==> src/rtl/rom_arbiter_pkg.sv <==
// rom_arb_pkg: shared encodings and helpers for the ROM port arbiter.
// Optional statistics counters are enabled by defining ROM_ARB_STATS_EN.
package rom_arb_pkg;

    // FSM encoding: one ROM read takes exactly one READ cycle
    typedef enum logic {
        ST_IDLE = 1'b0,
        ST_READ = 1'b1
    } state_t;

    // Requester ids as seen by the winner/last-winner registers
    localparam logic PORT_FETCH = 1'b0;
    localparam logic PORT_DBG   = 1'b1;

    // The ROM window is 32 words = 128 bytes, so bits above 6 select the window
    localparam int ROM_WIN_LSB = 7;

    // An address is rejected when it is not word aligned or lies outside the window
    function automatic logic addrBad(input logic [31:0] addr,
                                     input logic [31-ROM_WIN_LSB:0] base);
        return (addr[1:0] != 2'b00) || (addr[31:ROM_WIN_LSB] != base);
    endfunction

endpackage

==> src/rtl/rom_arbiter_rr_arb2.sv <==
// rr_arb2: two-way round-robin pick. A lone requester always wins; on a
// conflict the port that did not win last time goes first.
module rr_arb2
    import rom_arb_pkg::*;
(
    input  logic [1:0] req,
    input  logic       lw,
    output logic       winner,
    output logic       any
);

    // Port 1 wins when it asks alone, or when both ask and port 0 had the last grant
    always_comb begin
        any    = req[0] | req[1];
        winner = PORT_FETCH;
        if (req[1] && (!req[0] || (lw == PORT_FETCH))) begin
            winner = PORT_DBG;
        end
    end

endmodule

==> src/rtl/rom_arbiter.sv <==
// rom_arbiter: shares one combinational ROM port between instruction fetch
// (port 0) and debug readback (port 1). One transaction every two cycles:
// IDLE samples and grants, READ drives the ROM and captures its data.
// Define ROM_ARB_STATS_EN to add saturating grant/conflict counters.
module rom_arbiter
    import rom_arb_pkg::*;
#(
    parameter logic [24:0] BASE_ADDRESS = 25'd0,
    parameter int          STATS_W      = 16
) (
    input  logic               clk,
    input  logic               reset,
    input  logic               req0,
    input  logic               req1,
    input  logic [31:0]        addr0,
    input  logic [31:0]        addr1,
    output logic               gnt0,
    output logic               gnt1,
    output logic               rvalid0,
    output logic               rvalid1,
    output logic [31:0]        rdata0,
    output logic [31:0]        rdata1,
    output logic               err0,
    output logic               err1,
    output logic [31:0]        mem_addr,
    input  logic [31:0]        mem_data,
    output logic               busy
`ifdef ROM_ARB_STATS_EN
    ,
    output logic [STATS_W-1:0] grant_cnt0,
    output logic [STATS_W-1:0] grant_cnt1,
    output logic [STATS_W-1:0] conflict_cnt
`endif
);

    state_t      r_state;
    logic        r_lastWinner;
    logic        r_winner;
    logic        r_bad;
    logic [31:0] r_addrQ;
    logic        r_gnt0;
    logic        r_gnt1;
    logic        r_rvalid0;
    logic        r_rvalid1;
    logic [31:0] r_rdata0;
    logic [31:0] r_rdata1;
    logic        r_err0;
    logic        r_err1;

    logic        w_winner;
    logic        w_any;
    logic [31:0] w_reqAddr;

    rr_arb2 u_rrArb (
        .req    ({req1, req0}),
        .lw     (r_lastWinner),
        .winner (w_winner),
        .any    (w_any)
    );

    // Route the address of whichever port the arbiter is picking this cycle
    always_comb begin
        w_reqAddr = (w_winner == PORT_DBG) ? addr1 : addr0;
    end

    // Main FSM: grant and latch the request in IDLE, return data leaving READ.
    // Pulses default low each cycle so they last exactly one clock.
    always_ff @(posedge clk or posedge reset) begin
        if (reset) begin
            r_state      <= ST_IDLE;
            r_lastWinner <= PORT_DBG;
            r_winner     <= PORT_FETCH;
            r_bad        <= 1'b0;
            r_addrQ      <= 32'h0;
            r_gnt0       <= 1'b0;
            r_gnt1       <= 1'b0;
            r_rvalid0    <= 1'b0;
            r_rvalid1    <= 1'b0;
            r_rdata0     <= 32'h0;
            r_rdata1     <= 32'h0;
            r_err0       <= 1'b0;
            r_err1       <= 1'b0;
        end else begin
            r_gnt0    <= 1'b0;
            r_gnt1    <= 1'b0;
            r_rvalid0 <= 1'b0;
            r_rvalid1 <= 1'b0;
            case (r_state)
                ST_IDLE: begin
                    if (w_any) begin
                        r_state      <= ST_READ;
                        r_winner     <= w_winner;
                        r_lastWinner <= w_winner;
                        r_addrQ      <= w_reqAddr;
                        r_bad        <= addrBad(w_reqAddr, BASE_ADDRESS);
                        r_gnt0       <= (w_winner == PORT_FETCH);
                        r_gnt1       <= (w_winner == PORT_DBG);
                    end
                end
                ST_READ: begin
                    r_state <= ST_IDLE;
                    if (r_winner == PORT_DBG) begin
                        r_rvalid1 <= 1'b1;
                        r_rdata1  <= r_bad ? 32'h0 : mem_data;
                        r_err1    <= r_bad;
                    end else begin
                        r_rvalid0 <= 1'b1;
                        r_rdata0  <= r_bad ? 32'h0 : mem_data;
                        r_err0    <= r_bad;
                    end
                end
                default: r_state <= ST_IDLE;
            endcase
        end
    end

    assign gnt0     = r_gnt0;
    assign gnt1     = r_gnt1;
    assign rvalid0  = r_rvalid0;
    assign rvalid1  = r_rvalid1;
    assign rdata0   = r_rdata0;
    assign rdata1   = r_rdata1;
    assign err0     = r_err0;
    assign err1     = r_err1;
    assign mem_addr = r_addrQ;
    assign busy     = (r_state == ST_READ);

`ifdef ROM_ARB_STATS_EN
    logic [STATS_W-1:0] r_grantCnt0;
    logic [STATS_W-1:0] r_grantCnt1;
    logic [STATS_W-1:0] r_conflictCnt;

    // Saturating counters: grants per port and IDLE cycles with both requesting
    always_ff @(posedge clk or posedge reset) begin
        if (reset) begin
            r_grantCnt0   <= '0;
            r_grantCnt1   <= '0;
            r_conflictCnt <= '0;
        end else if (r_state == ST_IDLE) begin
            if (w_any && (w_winner == PORT_FETCH) && (r_grantCnt0 != '1)) begin
                r_grantCnt0 <= r_grantCnt0 + STATS_W'(1);
            end
            if (w_any && (w_winner == PORT_DBG) && (r_grantCnt1 != '1)) begin
                r_grantCnt1 <= r_grantCnt1 + STATS_W'(1);
            end
            if (req0 && req1 && (r_conflictCnt != '1)) begin
                r_conflictCnt <= r_conflictCnt + STATS_W'(1);
            end
        end
    end

    assign grant_cnt0   = r_grantCnt0;
    assign grant_cnt1   = r_grantCnt1;
    assign conflict_cnt = r_conflictCnt;
`endif

endmodule

==> config.mk <==
export PLATFORM = sky130hd
export DESIGN_NAME = rom_arbiter
export DESIGN_NICKNAME = d
export VERILOG_FILES = /design/src/rtl/rom_arbiter_pkg.sv /design/src/rtl/rom_arbiter_rr_arb2.sv /design/src/rtl/rom_arbiter.sv
export SDC_FILE = /design/constraint.sdc
export NUM_CORES = 1
export LEC_CHECK = 0
export ABC_AREA = 0
export CORE_MARGIN = 1
export CORE_UTILIZATION = 29
export DETAILED_ROUTE_END_ITERATION = 8
export DONT_BUFFER_PORTS = 1
export HOLD_SLACK_MARGIN = 0.06
export PLACE_DENSITY = 0.5
export SLEW_MARGIN = 15
export SYNTH_ARGS = -nofsm -noshare
export SYNTH_HDL_FRONTEND = slang
export SYNTH_SLANG_ARGS = --single-unit
==> constraint.sdc <==
create_clock -name clk -period 4.4 [get_ports clk]
set_clock_uncertainty 0.05 [all_clocks]
set_input_delay 0.88 -clock clk [delete_from_list [all_inputs] [get_ports clk]]
set_output_delay 0.88 -clock clk [all_outputs]
set_load 0.03 [all_outputs]
==> results.yml <==
critical_path:
  cp-start-kind: "input port"
  worst-path-stages: 4
  r2r_slack_ps: 2490
  path_cells: "a21boi_4, buf_4, mux2i_1, o21ai_0"
  cp_slowest_cell: "a21boi_4"
  r2r_end: "mem_addr[31]$_DFFE_PP0P_"
  worstPathMaxFanout: 19
  r2r-start: "r_lastWinner$_DFFE_PP1P_"
  endpoint: "mem_addr[31]$_DFFE_PP0P_"
  critical_path_class: "input port to register"
  cp.required_ps: 4550
  slowest_delay_ps: 550
  cpLargestDelayFamily: "compound AO/OA/AOI/OAI gates"
  cp.arrival_ps: 2210
  startpoint: "req1"
  ff2ff_path_depth: 4
  critPathBufInv: 1
  end_kind: "register"
power:
  p_sw_mw: 1.26
  p_leak_nw: 2.16
  p_per_area_mw_per_mm2: 651
  switching_share_pct: 39.5
  power_mw: 3.18
  power_frac_seq_pct: 59.6
  p_int_mw: 1.93
  pwr-share-clk_pct: 29.3
  comb_power_share_pct: 11.1
  ir_drop_uv: 227
status:
  violations: "design-rule violations"
  status: "finished with violations"
global_route:
  antenna_found_initial: 0
  grt_max_degree: 71
  grtUsageTotal_pct: 14.0
  gr-total-overflow: 0
  grt_pass1_vias: 3161
  grt_first_pass_wirelength_mm: 17.0
synth:
  netlist_area_mm2: 0.00441
  yosys_warnings: 0
  syn_avg_cell_area_um2: 10.4
  synth-seq-area-share_pct: 60.2
  syn_inst: 425
  yosysTopAreaCellShare_pct: 59.6
  ys_ff_latch: 106
  synth_largest_area_cell: "dfrtp_1"
  synth_nets: 525
  ys_types: 23
  ys_top_cells_by_area: "dfrtp_1, nand2_1, o21ai_0"
clocking:
  cts_tree: "yes"
  path_clk_slew_ps: 80
  cts_root_buffer: "clkbuf_16"
  postCtsSetupBuffers: 0
  ctsHoldBuffers: 0
  cts_buffers: 9
  cts-root-to-sink-buffers: 2
  htreeDepth: 3
  cts_resized: 0
  clkSinkCount: 106
  clock_latency_ps: 340
floorplanning:
  fp.dieH_um: 125
  initial_utilization_pct: 30.0
  dieWidth_um: 125
  rows: 44
  pin_count: 203
  core_area_mm2: 0.0147
  die-area_mm2: 0.0157
timing:
  setup_violations: 0
  totalNegativeSetupSlack_ps: 0
  slew_violations: 0
  relSlewSlack_pct: 26.7
  min_period_ps: 2060
  rsz0062_at_grt: "no"
  finalWorstSetupSlack_ps: 2340
  hold_viol: 0
  fin_crit_sh_pct: 46.9
  fmax_ghz: 0.485
  worst_hold_slack_ps: 231
  worstMarginPinSlew_ps: 1100
flow_run:
  drv_cap: 0
placement:
  dpl_cell_area_mm2: 0.00453
  post-place-ws_ps: 1940
  place.gp.congestion: 0.794
  io_buffers: 0
  place_inst: 586
  place_hpwl_mm: 7.35
detailed_routing:
  drt_pass1_iterations: 6
  initialDrtViolationCount: 131
  via_per_inst: 4.94
  via_count: 2971
  drc: 14
  antenna_left: 0
  routedWlPerCell_um: 17.2
  wl_mm: 10.4
layout:
  area_growth_pct: 10.7
  fin_nets: 513
  fin_cells: 602
  final_layout_size_suffix_gt1_share_pct: 6.94
  n_fill_cell: 1497
  post-route-util_pct: 33.2
  n_antenna_cell: 0
  fin_area_mm2: 0.00489
hold_path:
  hp-class: "input port to asynchronous set/reset pin"
-- kinds of logic (layout without fill, tap and decap cells) --
logic type | count (synthesis) | after routing | share of synthesized area, %
buffers and inverters | 32 | 25 | 4.28
AOI/OAI and AO/OA | 102 | 102 | 12.0
and+or+nand+nor | 151 | 151 | 15.8
DFF | 106 | 106 | 60.2
muxes | 34 | 34 | 7.77
-- sequential cells by signal, indices dropped and copies added (netlist names) --
name          count
mem_addr         32
rdata0           32
rdata1           32
busy              1
err0              1
err1              1
gnt0              1
gnt1              1
r_bad             1
r_lastWinner      1
r_winner          1
rvalid0           1
rvalid1           1
-- worst min path at each step --
stage / startpoint / endpoint / slack [ps] / cells past startpoint
final: reset / rdata0[10]$_DFFE_PP0P_ / 230 / 1
after global routing: reset / rdata0[10]$_DFFE_PP0P_ / 210 / 1
after CTS: reset / rdata0[10]$_DFFE_PP0P_ / 210 / 1
after detailed placement: r_winner$_DFFE_PP0P_ / r_winner$_DFFE_PP0P_ / 460 / 1
after global placement: r_winner$_DFFE_PP0P_ / r_winner$_DFFE_PP0P_ / 440 / 1
after floorplan: r_winner$_DFFE_PP0P_ / r_winner$_DFFE_PP0P_ / 410 / 1
-- layout by cell type (no fill, tap or decap) --
cell type	count
nand2_1	97
dfstp_2	1
mux2i_1	32
bufinv_16	3
dfrtp_1	105
inv_1	3
nand2b_2	1
nand2_4	1
o21ai_1	29
o21ai_0	68
a21o_1	2
o22ai_1	1
nand4b_1	1
mux2_2	2
buf_4	5
clkinvlp_4	2
nor4_1	12
o21bai_4	1
clkbuf_16	9
clkinv_4	1
nor2_1	1
a21boi_4	1
clkbuf_8	1
nand4_1	3
inv_4	1
nor3_1	2
nand2b_1	32
nor2b_1	1
-- cell usage after synthesis --
library cell	count
inv_1	4
o22ai_1	1
a21o_1	2
nor4_1	12
a21boi_2	1
nor2b_1	1
nand2_1	98
buf_6	1
nor3_1	2
nor2_1	1
o21ai_0	68
mux2i_1	32
clkbuf_1	14
nand4_1	3
nand2b_1	33
nand4b_1	1
buf_2	10
dfstp_2	1
o21bai_2	1
o21ai_1	29
buf_12	3
dfrtp_1	105
mux2_2	2
-- final cells by class --
class | count | area, um^2 | share of cell area (%)
Clock buffer | 10 | 239 | 4.89
Clock inverter | 6 | 114 | 2.33
Inverter | 4 | 17.5 | 0.359
Multi-Input combinational cell | 287 | 1590 | 32.6
Sequential cell | 106 | 2650 | 54.3
Tap cell | 184 | 230 | 4.71
Timing Repair Buffer | 5 | 37.5 | 0.768
-- routing by layer --
layer / GRT usage (%) / routed length, um
met4: 6.74 / 176
met2: 22.8 / 4990
met5: 0 / 0
met1: 16.7 / 4240
met3: 4.62 / 962
-- power groups by stage --
stage / Clock [mW] / Combinational (mW) / Sequential, mW
floorplan: 0 / 0.324 / 1.83
global placement: 0 / 0.347 / 1.92
detailed placement: 0 / 0.369 / 1.92
CTS: 0.969 / 0.365 / 1.90
global route: 1.00 / 0.425 / 1.93
finish: 0.932 / 0.354 / 1.89
(Power assumes the default switching activity.)
